File: config.mk
export PLATFORM = sky130hd
export DESIGN_NAME = dte_diag_sequencer_flat
export DESIGN_NICKNAME = d
export VERILOG_FILES = /design/src/rtl/dte_diag_sequencer_pkg.sv /design/src/rtl/dte_diag_sequencer_if.sv /design/src/rtl/dte_diag_sequencer_reply_fifo.sv /design/src/rtl/dte_diag_sequencer.sv /design/src/flat_wrapper.sv
export SDC_FILE = /design/constraint.sdc
export NUM_CORES = 1
export LEC_CHECK = 0
export CAP_MARGIN = 20
export CORE_MARGIN = 1
export CORE_UTILIZATION = 45
export DETAILED_ROUTE_END_ITERATION = 10
export PLACE_DENSITY = 0.75
export SKIP_CTS_REPAIR_TIMING = 1
export SLEW_MARGIN = 10
export SYNTH_ARGS = -nofsm -noshare
export SYNTH_HDL_FRONTEND = slang
export SYNTH_SLANG_ARGS = --single-unit
File: constraint.sdc
create_clock -name clk -period 7.15 [get_ports clk]
set_input_delay 1.43 -clock clk [delete_from_list [all_inputs] [get_ports clk]]
set_output_delay 1.43 -clock clk [all_outputs]
set_load 0.02 [all_outputs]
File: src/rtl/dte_diag_sequencer_pkg.sv
// Shared types for the multi-channel EBUS diagnostic sequencer.
package dte_diag_sequencer_pkg;

  typedef enum logic [1:0] {
    DTE_DIAG_FUNC  = 2'd0,
    DTE_DIAG_READ  = 2'd1,
    DTE_DIAG_WRITE = 2'd2
  } fe_req_type_e;

  typedef enum logic [1:0] {
    ST_IDLE,
    ST_SETUP,
    ST_STROBE,
    ST_POST
  } seq_state_e;

  // Encoding 3 is undefined on the front-end and behaves as a plain function.
  function automatic fe_req_type_e norm_type(input logic [1:0] t);
    case (t)
      2'd1:    return DTE_DIAG_READ;
      2'd2:    return DTE_DIAG_WRITE;
      default: return DTE_DIAG_FUNC;
    endcase
  endfunction

endpackage

File: src/rtl/dte_diag_sequencer_if.sv
// Front-end request/reply bundle between the DPI shim and the sequencer.
interface dte_diag_sequencer_if #(
  parameter int NCHAN = 2,
  parameter int DW    = 36,
  parameter int DSW   = 7,
  localparam int CW   = (NCHAN > 1) ? $clog2(NCHAN) : 1
);
  logic [NCHAN-1:0]          req_valid;
  logic [NCHAN-1:0]          req_ready;
  logic [NCHAN-1:0][1:0]     req_type;
  logic [NCHAN-1:0][DSW-1:0] req_ds;
  logic [NCHAN-1:0][DW-1:0]  req_data;
  logic                      rsp_valid;
  logic                      rsp_ready;
  logic [CW-1:0]             rsp_chan;
  logic [1:0]                rsp_type;
  logic [DSW-1:0]            rsp_ds;
  logic [DW-1:0]             rsp_data;

  modport master (
    output req_valid, req_type, req_ds, req_data, rsp_ready,
    input  req_ready, rsp_valid, rsp_chan, rsp_type, rsp_ds, rsp_data
  );

  modport slave (
    input  req_valid, req_type, req_ds, req_data, rsp_ready,
    output req_ready, rsp_valid, rsp_chan, rsp_type, rsp_ds, rsp_data
  );
endinterface

File: src/rtl/dte_diag_sequencer_reply_fifo.sv
// First-word-fall-through reply queue; power-of-two depth, pointers wrap naturally.
module dte_diag_sequencer_reply_fifo #(
  parameter int DEPTH = 4,
  parameter int W     = 8,
  localparam int AW   = $clog2(DEPTH)
) (
  input  logic          clk,
  input  logic          rst_n,
  input  logic          push,
  input  logic [W-1:0]  din,
  input  logic          pop,
  output logic [W-1:0]  dout,
  output logic          valid,
  output logic [AW:0]   count
);
  localparam logic [AW:0] FULL = (AW+1)'(DEPTH);

  logic [DEPTH-1:0][W-1:0] mem_q, mem_d;
  logic [AW-1:0]           wr_q, wr_d, rd_q, rd_d;
  logic [AW:0]             cnt_q, cnt_d;
  logic                    do_push, do_pop;

  always_comb begin
    do_pop  = pop && (cnt_q != '0);
    do_push = push && ((cnt_q != FULL) || do_pop);
    mem_d   = mem_q;
    wr_d    = wr_q;
    rd_d    = rd_q;
    cnt_d   = cnt_q;
    if (do_push) begin
      mem_d[wr_q] = din;
      wr_d        = wr_q + AW'(1);
    end
    if (do_pop) rd_d = rd_q + AW'(1);
    case ({do_push, do_pop})
      2'b10:   cnt_d = cnt_q + (AW+1)'(1);
      2'b01:   cnt_d = cnt_q - (AW+1)'(1);
      default: cnt_d = cnt_q;
    endcase
  end

  always_ff @(posedge clk or negedge rst_n) begin
    if (!rst_n) begin
      mem_q <= '0;
      wr_q  <= '0;
      rd_q  <= '0;
      cnt_q <= '0;
    end else begin
      mem_q <= mem_d;
      wr_q  <= wr_d;
      rd_q  <= rd_d;
      cnt_q <= cnt_d;
    end
  end

  assign dout  = mem_q[rd_q];
  assign valid = (cnt_q != '0);
  assign count = cnt_q;
endmodule

File: src/rtl/dte_diag_sequencer.sv
// Round-robin front-end arbiter driving one EBUS diag transaction at a time,
// with phase timing for ds/strobe/driver and a reply FIFO toward the shim.
module dte_diag_sequencer
  import dte_diag_sequencer_pkg::*;
#(
  parameter int NCHAN      = 2,
  parameter int RQ_DEPTH   = 4,
  parameter int DW         = 36,
  parameter int DSW        = 7,
  parameter int SETUP_CYC  = 1,
  parameter int STROBE_CYC = 2
) (
  input  logic                 clk,
  input  logic                 CROBAR,
  dte_diag_sequencer_if.slave  fe,
  output logic [DSW-1:0]       ebus_ds,
  output logic                 ebus_diag_strobe,
  output logic                 ebus_drive,
  output logic [DW-1:0]        ebus_dout,
  input  logic [DW-1:0]        ebus_din
);
  localparam int CW      = (NCHAN > 1) ? $clog2(NCHAN) : 1;
  localparam int FAW     = $clog2(RQ_DEPTH);
  localparam int CNT_MAX = (SETUP_CYC > STROBE_CYC) ? SETUP_CYC : STROBE_CYC;
  localparam int CNTW    = $clog2(CNT_MAX + 1);
  localparam logic [FAW:0] FIFO_FULL = (FAW+1)'(RQ_DEPTH);

  typedef struct packed {
    logic [CW-1:0]  chan;
    fe_req_type_e   rtype;
    logic [DSW-1:0] ds;
    logic [DW-1:0]  data;
  } reply_t;

  seq_state_e      state_q, state_d;
  logic [CNTW-1:0] cnt_q, cnt_d;
  logic [CW-1:0]   rr_q, rr_d;
  reply_t          cur_q, cur_d;
  logic [DSW-1:0]  ds_q, ds_d;
  logic            strobe_q, strobe_d;
  logic            drive_q, drive_d;
  logic [DW-1:0]   dout_q, dout_d;

  logic            grant_any;
  logic [CW-1:0]   grant_idx;
  logic            accept;
  fe_req_type_e    g_type;
  logic            push;
  reply_t          push_rep, head;
  logic            head_vld;
  logic [FAW:0]    fifo_cnt;

  always_comb begin
    grant_any = 1'b0;
    grant_idx = '0;
    for (int k = 0; k < NCHAN; k++) begin
      int j;
      j = int'(rr_q) + k;
      if (j >= NCHAN) j = j - NCHAN;
      if (!grant_any && fe.req_valid[j]) begin
        grant_any = 1'b1;
        grant_idx = CW'(j);
      end
    end
  end

  // Only start when the reply is guaranteed a slot; nothing is in flight while IDLE.
  assign accept       = (state_q == ST_IDLE) && CROBAR && (fifo_cnt != FIFO_FULL) && grant_any;
  assign fe.req_ready = accept ? (NCHAN'(1) << grant_idx) : '0;
  assign g_type       = norm_type(fe.req_type[grant_idx]);

  always_comb begin
    state_d  = state_q;
    cnt_d    = cnt_q;
    rr_d     = rr_q;
    cur_d    = cur_q;
    ds_d     = ds_q;
    strobe_d = 1'b0;
    drive_d  = drive_q;
    dout_d   = dout_q;
    push     = 1'b0;
    push_rep = cur_q;
    case (state_q)
      ST_IDLE: begin
        if (accept) begin
          state_d     = ST_SETUP;
          cnt_d       = '0;
          rr_d        = (grant_idx == CW'(NCHAN - 1)) ? '0 : grant_idx + CW'(1);
          cur_d.chan  = grant_idx;
          cur_d.rtype = g_type;
          cur_d.ds    = fe.req_ds[grant_idx];
          cur_d.data  = '0;
          ds_d        = fe.req_ds[grant_idx];
          drive_d     = (g_type == DTE_DIAG_WRITE);
          dout_d      = (g_type == DTE_DIAG_WRITE) ? fe.req_data[grant_idx] : '0;
        end
      end
      ST_SETUP: begin
        if (cnt_q == CNTW'(SETUP_CYC - 1)) begin
          state_d  = ST_STROBE;
          cnt_d    = '0;
          strobe_d = 1'b1;
        end else begin
          cnt_d = cnt_q + CNTW'(1);
        end
      end
      ST_STROBE: begin
        if (cnt_q == CNTW'(STROBE_CYC - 1)) begin
          state_d = ST_POST;
          drive_d = 1'b0;
          dout_d  = '0;
          // Capture the bus on the final strobe cycle, while the target still drives it.
          if (cur_q.rtype == DTE_DIAG_READ) cur_d.data = ebus_din;
        end else begin
          cnt_d    = cnt_q + CNTW'(1);
          strobe_d = 1'b1;
        end
      end
      ST_POST: begin
        push          = 1'b1;
        push_rep.data = (cur_q.rtype == DTE_DIAG_READ) ? cur_q.data : '0;
        state_d       = ST_IDLE;
        ds_d          = '0;
      end
      default: state_d = ST_IDLE;
    endcase
  end

  always_ff @(posedge clk or negedge CROBAR) begin
    if (!CROBAR) begin
      state_q  <= ST_IDLE;
      cnt_q    <= '0;
      rr_q     <= '0;
      cur_q    <= '0;
      ds_q     <= '0;
      strobe_q <= 1'b0;
      drive_q  <= 1'b0;
      dout_q   <= '0;
    end else begin
      state_q  <= state_d;
      cnt_q    <= cnt_d;
      rr_q     <= rr_d;
      cur_q    <= cur_d;
      ds_q     <= ds_d;
      strobe_q <= strobe_d;
      drive_q  <= drive_d;
      dout_q   <= dout_d;
    end
  end

  dte_diag_sequencer_reply_fifo #(
    .DEPTH (RQ_DEPTH),
    .W     ($bits(reply_t))
  ) u_fifo (
    .clk   (clk),
    .rst_n (CROBAR),
    .push  (push),
    .din   (push_rep),
    .pop   (fe.rsp_ready),
    .dout  (head),
    .valid (head_vld),
    .count (fifo_cnt)
  );

  assign fe.rsp_valid = head_vld;
  assign fe.rsp_chan  = head_vld ? head.chan  : '0;
  assign fe.rsp_type  = head_vld ? head.rtype : 2'd0;
  assign fe.rsp_ds    = head_vld ? head.ds    : '0;
  assign fe.rsp_data  = head_vld ? head.data  : '0;

  assign ebus_ds          = ds_q;
  assign ebus_diag_strobe = strobe_q;
  assign ebus_drive       = drive_q;
  assign ebus_dout        = dout_q;
endmodule

File: src/flat_wrapper.sv
// flat-port wrapper written by rule: the top's interface ports become plain ports
module dte_diag_sequencer_flat import dte_diag_sequencer_pkg::*;
#(
  parameter int NCHAN      = 2,
  parameter int RQ_DEPTH   = 4,
  parameter int DW         = 36,
  parameter int DSW        = 7,
  parameter int SETUP_CYC  = 1,
  parameter int STROBE_CYC = 2
)
  (clk, CROBAR, ebus_ds, ebus_diag_strobe, ebus_drive, ebus_dout, ebus_din, fe_req_valid, fe_req_type, fe_req_ds, fe_req_data, fe_rsp_ready, fe_req_ready, fe_rsp_valid, fe_rsp_chan, fe_rsp_type, fe_rsp_ds, fe_rsp_data);
  dte_diag_sequencer_if #(.NCHAN(NCHAN), .DW(DW), .DSW(DSW)) fe_i ();
  input  logic clk;
  input  logic CROBAR;
  output logic [DSW-1:0] ebus_ds;
  output logic ebus_diag_strobe;
  output logic ebus_drive;
  output logic [DW-1:0] ebus_dout;
  input  logic [DW-1:0] ebus_din;
  input wire logic [$bits(fe_i.req_valid)-1:0] fe_req_valid;
  input wire logic [$bits(fe_i.req_type)-1:0] fe_req_type;
  input wire logic [$bits(fe_i.req_ds)-1:0] fe_req_ds;
  input wire logic [$bits(fe_i.req_data)-1:0] fe_req_data;
  input wire logic [$bits(fe_i.rsp_ready)-1:0] fe_rsp_ready;
  output wire logic [$bits(fe_i.req_ready)-1:0] fe_req_ready;
  output wire logic [$bits(fe_i.rsp_valid)-1:0] fe_rsp_valid;
  output wire logic [$bits(fe_i.rsp_chan)-1:0] fe_rsp_chan;
  output wire logic [$bits(fe_i.rsp_type)-1:0] fe_rsp_type;
  output wire logic [$bits(fe_i.rsp_ds)-1:0] fe_rsp_ds;
  output wire logic [$bits(fe_i.rsp_data)-1:0] fe_rsp_data;
  assign fe_i.req_valid = fe_req_valid;
  assign fe_i.req_type = fe_req_type;
  assign fe_i.req_ds = fe_req_ds;
  assign fe_i.req_data = fe_req_data;
  assign fe_i.rsp_ready = fe_rsp_ready;
  assign fe_req_ready = fe_i.req_ready;
  assign fe_rsp_valid = fe_i.rsp_valid;
  assign fe_rsp_chan = fe_i.rsp_chan;
  assign fe_rsp_type = fe_i.rsp_type;
  assign fe_rsp_ds = fe_i.rsp_ds;
  assign fe_rsp_data = fe_i.rsp_data;
  dte_diag_sequencer #(.NCHAN(NCHAN), .RQ_DEPTH(RQ_DEPTH), .DW(DW), .DSW(DSW), .SETUP_CYC(SETUP_CYC), .STROBE_CYC(STROBE_CYC)) u_core (.clk(clk), .CROBAR(CROBAR), .fe(fe_i), .ebus_ds(ebus_ds), .ebus_diag_strobe(ebus_diag_strobe), .ebus_drive(ebus_drive), .ebus_dout(ebus_dout), .ebus_din(ebus_din));
endmodule
### After elaboration in Yosys (flattened, before gate mapping)

Index checks and enable logic that the tools add are counted.

* multiplexer cells: 58
* magnitude comparators: 8
* add/sub/neg operators: 9
* equal/unequal tests: 16
* shifts and indexed selects: 1
* reductions and logical operators: 22

Operator list (count)
* 36-bit 2-to-1 mux: 11
* 184-bit bitwise mux: 1
* 36-bit one-hot mux with 2 select lines: 2
* 46-bit binary-select mux with 2-bit select: 1
* 46-bit demux with 2-bit select: 1
* 46-bit 2-to-1 mux: 2
* 32-bit by 3-bit < comparator with 1-bit output, second input constant: 2
* 32-bit 2-to-1 mux: 2
* 32-bit by 3-bit >= comparator with 1-bit output, second input constant: 1
* 32-bit by 3-bit subtractor with 32-bit output, second input constant: 1
* 7-bit 2-to-1 mux: 4
* 2-bit 2-to-1 mux: 10
* 1-bit 2-to-1 mux: 17
* 7-bit one-hot mux with 2 select lines: 1
* 2-bit by 1-bit == test with 1-bit output, second input constant: 5
* 2-bit == test, second input constant: 5
* 3-bit AND reduction: 3
* 2-bit by 1-bit inequality test with 1-bit output, second input constant: 4
* 2-bit one-hot mux with 4 select lines: 1
* 1-bit logical AND: 7
* 2-bit by 1-bit adder with 2-bit output, second input constant: 3
* 2-bit by 3-bit < comparator with 1-bit output, second input constant: 2
* 2-bit one-hot mux with 3 select lines: 1
* 3-bit one-hot mux with 2 select lines: 1
* 20 further kinds: 26

* input port bits: 131
* flip-flop bits (word level): 287

### Logic depth before layout (Yosys ltp)

* depth in word-level cells: 17
* gate-level depth with buffers: 9
* depth with buffers taken out: 7

### Hierarchy

From an unflattened synthesis, not the netlist that was laid out.

* cell total of the unflattened synthesis: 1059
* area total of the unflattened synthesis: 13897.1 um^2

Modules (own cells, without submodules)
* dte_diag_sequencer_reply_fifo: instances 1, cells each 480, seq. area each 4779.6 um^2, area each 8380.5 um^2
* dte_diag_sequencer: instances 1, cells each 579, seq. area each 2402.3 um^2, area each 5516.5 um^2

### Worst setup path after synthesis

No wires, ideal clock.

* kind: input to output
* from: input port fe_req_valid[0]
* to: output port fe_req_ready[0]
* arrival time: 2.413 ns
* stages: 5
* setup slack: 3.307 ns
* cell sequence: o211ai_1 -> or2_1 -> buf_6 -> clkbuf_1 -> nor2_1

* cells in the longest elaborated chain, start to end: 9
* elaborated cells between the ends (all ways): 15
* those cells by class: shift: 1; mux: 11; reduce/logical: 3

Ends and longest elaborated chain
* from (decl): line flat_wrapper.sv:20 `input wire logic [$bits(fe_i.req_valid)-1:0] fe_req_valid;`
* 1-bit 2-to-1 mux (implied by the code) (3 in a row): line dte_diag_sequencer.sv:60 `if (!grant_any && fe.req_valid[j]) begin`
* 1-bit 2-to-1 mux: line dte_diag_sequencer.sv:60
* 1-bit zero test: line dte_diag_sequencer.sv:60
* 1-bit logical AND: line dte_diag_sequencer.sv:60
* 1-bit 2-to-1 mux: line dte_diag_sequencer.sv:60
* 1-bit by 1-bit left shift with 2-bit output or 1-bit logical AND (tied branches): line dte_diag_sequencer.sv:69, dte_diag_sequencer.sv:68
* 2-bit 2-to-1 mux *: line dte_diag_sequencer.sv:69 `assign fe.req_ready = accept ? (NCHAN'(1) << grant_idx) : '0;`
* to (decl): line flat_wrapper.sv:25 `output wire logic [$bits(fe_i.req_ready)-1:0] fe_req_ready;`

Every way passes the cells marked *; elsewhere a longest branch is shown, timed or not. The select of a mux whose other input is x is not followed.

### Worst setup path after layout

* from: input port CROBAR
* to: output port fe_req_ready[1]

* cells in the longest elaborated chain, start to end: 4

Ends and longest elaborated chain
* from (decl): line flat_wrapper.sv:14 `input logic CROBAR;`
* 1-bit logical AND (3 in a row): line dte_diag_sequencer.sv:68 `assign accept = (state_q == ST_IDLE) && CROBAR && (fifo_cnt != FIFO_FULL) && grant_any;`
* 2-bit 2-to-1 mux: line dte_diag_sequencer.sv:69

Every way passes these cells.

==> results.md <==
- Post-DRT Antenna Nets: 0
- Req. time, crit path: 5.72 ns
- Max-slew violations: 0
- Mux contribution to synthesized area: between 20% and 30%
- Adder-cell share of the synthesized area: under 10%
- Mapped Nets: approximately 1100
- Reg-to-Reg End: u_core.cur_q[33]
- Peak supply drop: around 0.00026 V
- DRC viols: 0
- Sequential area share after synthesis: 51.5%
- Total negative setup slack: 0 ns
- Worst path max stage delay: between 0.6 and 0.7 ns
- Final instance area: 0.0175 mm^2
- Critical Path End Type: primary output
- Root buffer selected by CTS: clkbuf_16
- Post-synthesis compound-gate area fraction: a little over 6%
- R2R Path Start: u_core.state_q[0]
- IO Count: roughly 230
- Cts bufs inserted: 34
- Antenna violations before repair: 1
- Vias per inst: 5.53
- Die width: 178 um
- CTS tree: done
- Largest family of logic cells by synthesized area: multiplexers
- Ratio of cells with drive above 1 in the final layout: roughly a quarter
- DRT Wirelength: approximately 33 mm
- Worst Max-Slew Pin Slew: about 1.0 ns
- Netlist cell types: 44
- Register bit total from synthesis: between 200 and 300
- Clock transition at path regs: 0.06 ns
- Clk Latency, worst-skew pair: ~0.51 ns
- Initial Util: ~46%
- Pwr dens: 421 mW/mm^2
- First-pass DRT Iterations: 6
- Fmax: between 150 and 200 MHz
- Leak: 0.00773 uW
- Global-route wire length before repair: between 50 and 60 mm
- Die Y: ~180 um
- Placed inst area: between 0.015 and 0.02 mm^2
- Worst reg2reg path depth: 8
- Final period util: around 73%
- WL/cell: approximately 20 um
- Final Hold Slack: 0.495 ns
- Layout area overhead: 25.8%
- Fin crit period: ~5.2 ns
- Crit path DAT: 3.76 ns
- Final Hold Vio Count: 0
- Gpl congestion: slightly below 0.8
- Final setup viols: 0
- DRT iter0 DRCs: between 400 and 500
- Maximum number of pins on one net before global-route repair: 102
- Avg Inst Size Synth: 13.9 um^2
- # H-tree levels: 2
- Worst Path Buf+Inv: 3
- Relative slew slack: 31.2%
- Post-DP HPWL: slightly below 20 mm
- Post-synth ARST share: 100%
- Outcome: completed
- Max Cap Viol: 0
- Worst Hold Endpoint: u_core.cur_q[9]
- Ys Warns: 0
- Post-Synth XOR/XNOR Area: less than 1%
- Hold depth: 1
- Final net count: about 1300
- Post-Syn Area: 0.0139 mm^2
- Final setup skew: ~0.016 ns
- RSZ-0062 raised after global routing: no
- Max FO, Critical Path: a little over 100
- Syn Inst Count: approximately 1000
- Via count: around 9000
- Core area: a little over 0.03 mm^2
- CTS sink count: 287
- Vias in the first global route: around 9400
- Hold path startpoint: u_core.cur_q[9]
- Crit-path cells: buf_8 > o211ai_1 > or2_1 > buf_4 > nor2_1 > clkdlybuf4s50_1
- Critical setup path kind: input port to primary output
- Number of flops mapped to enable cells by yosys: 0
- Crit start category: input port
- CP top delay family: buffers and inverters
- Port Buf Inserts: about 220
- Row count: between 60 and 70
- CTS Buffer Depth: 3
- Filler instances: 2407
- Die area: roughly 0.032 mm^2
- Grt ovf: 0
- Synth Area in Simple Gates: 9.35%
- Crit. Startpoint: CROBAR
- R2R Setup Slk: between 3 and 4 ns
- Top FF cell, synth: dfrtp_1
- Tot GR Track Use: a little over a fifth
- Crit path max-delay cell type: clkdlybuf4s50_1
- Hold WC Path Type: flop to flop
[registers in the layout, summed over array words and instances (netlist names)]
register / flops
u_core.u_fifo.mem_q: 184
u_core.ebus_diag_strobe: 1
u_core.ebus_dout: 36
u_core.ebus_ds: 7
u_core.rr_q: 1
u_core.u_fifo.wr_q: 2
u_core.ebus_drive: 1
u_core.u_fifo.count: 3
u_core.cur_q: 46
u_core.cnt_q: 2
u_core.state_q: 2
u_core.u_fifo.rd_q: 2
[where the power goes]
group	internal (uW)	switching [uW]
sequential	2200	420
combinational	1600	1450
clock	1030	682
total	4840	2550
[cell type report]
class / instances / area (um^2) / share of cell area (%)
timing repair buffer: 239 / 2400 / 13.7
inverter: 13 / 48.8 / 0.278
multi-input combinational: 625 / 6260 / 35.7
antenna: 1 / 2.50 / 0.0143
clock buffer: 51 / 1030 / 5.86
tap: 396 / 495 / 2.83
sequential: 287 / 7190 / 41.0
clock inverter: 10 / 103 / 0.586
[layout by cell type, fill, tap and decap left out, types with 18 or more instances in the layout]
cell type / synthesis / final
and2_1: 88 / 84
nand3_1: 76 / 76
a22o_1: 36 / 36
clkdlybuf4s50_1: 0 / 223
mux4_2: 46 / 46
nor2_1: 48 / 48
a31oi_1: 38 / 38
o21ai_0: 18 / 18
mux2_2: 24 / 24
clkbuf_16: 0 / 35
dfrtp_1: 287 / 285
mux2_4: 160 / 160
[worst reg2reg max path, stage by stage (launching register included)]
cell and delay [ns]:
dfrtp_1 0.43, inv_1 0.13, ha_1 0.63, o211ai_1 0.34, or2_1 0.30, buf_4 0.22
a21oi_4 0.58, buf_4 0.39, a22o_1 0.20
[metal layers]
| metal | GRT usage [%] | wire (um) | part of all wire, % |
|---|---|---|---|
| met3 | 6.18 | 2310 | 7.1 |
| met4 | 5.45 | 699 | 2.1 |
| met5 | 0 | 0 | 0 |
| met1 | 28.5 | 14200 | 44 |
| met2 | 33.7 | 15400 | 47 |
[metrics by stage]
| stage | instances | utilization [%] | setup WS (ns) | power, uW |
|---|---|---|---|---|
| after CTS | 1619 | 57.2 | 1.91 | 7440 |
| final | 1622 | 57.4 | 1.96 | 7380 |
| after global routing | 1621 | 57.4 | 1.65 | 7810 |
| after detailed placement | 1558 | 53.5 | 1.92 | 5690 |
| after global placement | 1558 | 53.5 | 1.94 | 5610 |
| after floorplan | 1001 | - | 3.31 | 4620 |
[Yosys cell counts (13+ instances only)]
master	n	share of area [%]
dfrtp_1	287	52
mux2_4	160	17
and2_1	88	4.0
nand3_1	76	2.7
nor2_1	48	1.3
mux4_2	46	7.4
a31oi_1	38	1.7
a22o_1	36	2.3
clkbuf_1	28	0.75
mux2_2	24	1.9
buf_6	21	1.7
buf_2	20	0.72
o21ai_0	18	0.65
nand2_1	14	0.38
ha_1	13	1.2
inv_1	13	0.35
[how the worst max path moves through the flow]
stage               depth (start not counted)         endpoint
floorplan                                   5  fe_req_ready[0]
CTS                                         6  fe_req_ready[1]
global route                                6  fe_req_ready[1]
finish                                      6  fe_req_ready[1]
detailed placement                          6  fe_req_ready[1]
global placement                            6  fe_req_ready[1]
[cell families after synthesis]
kind of cell    count (synthesis)
simple gates                  243
mux                           242
xor+xnor                        5
buf+inv                        89
fa+ha+maj                      14
compound gates                121
flops                         287
Power figures use the tool's default switching activity.
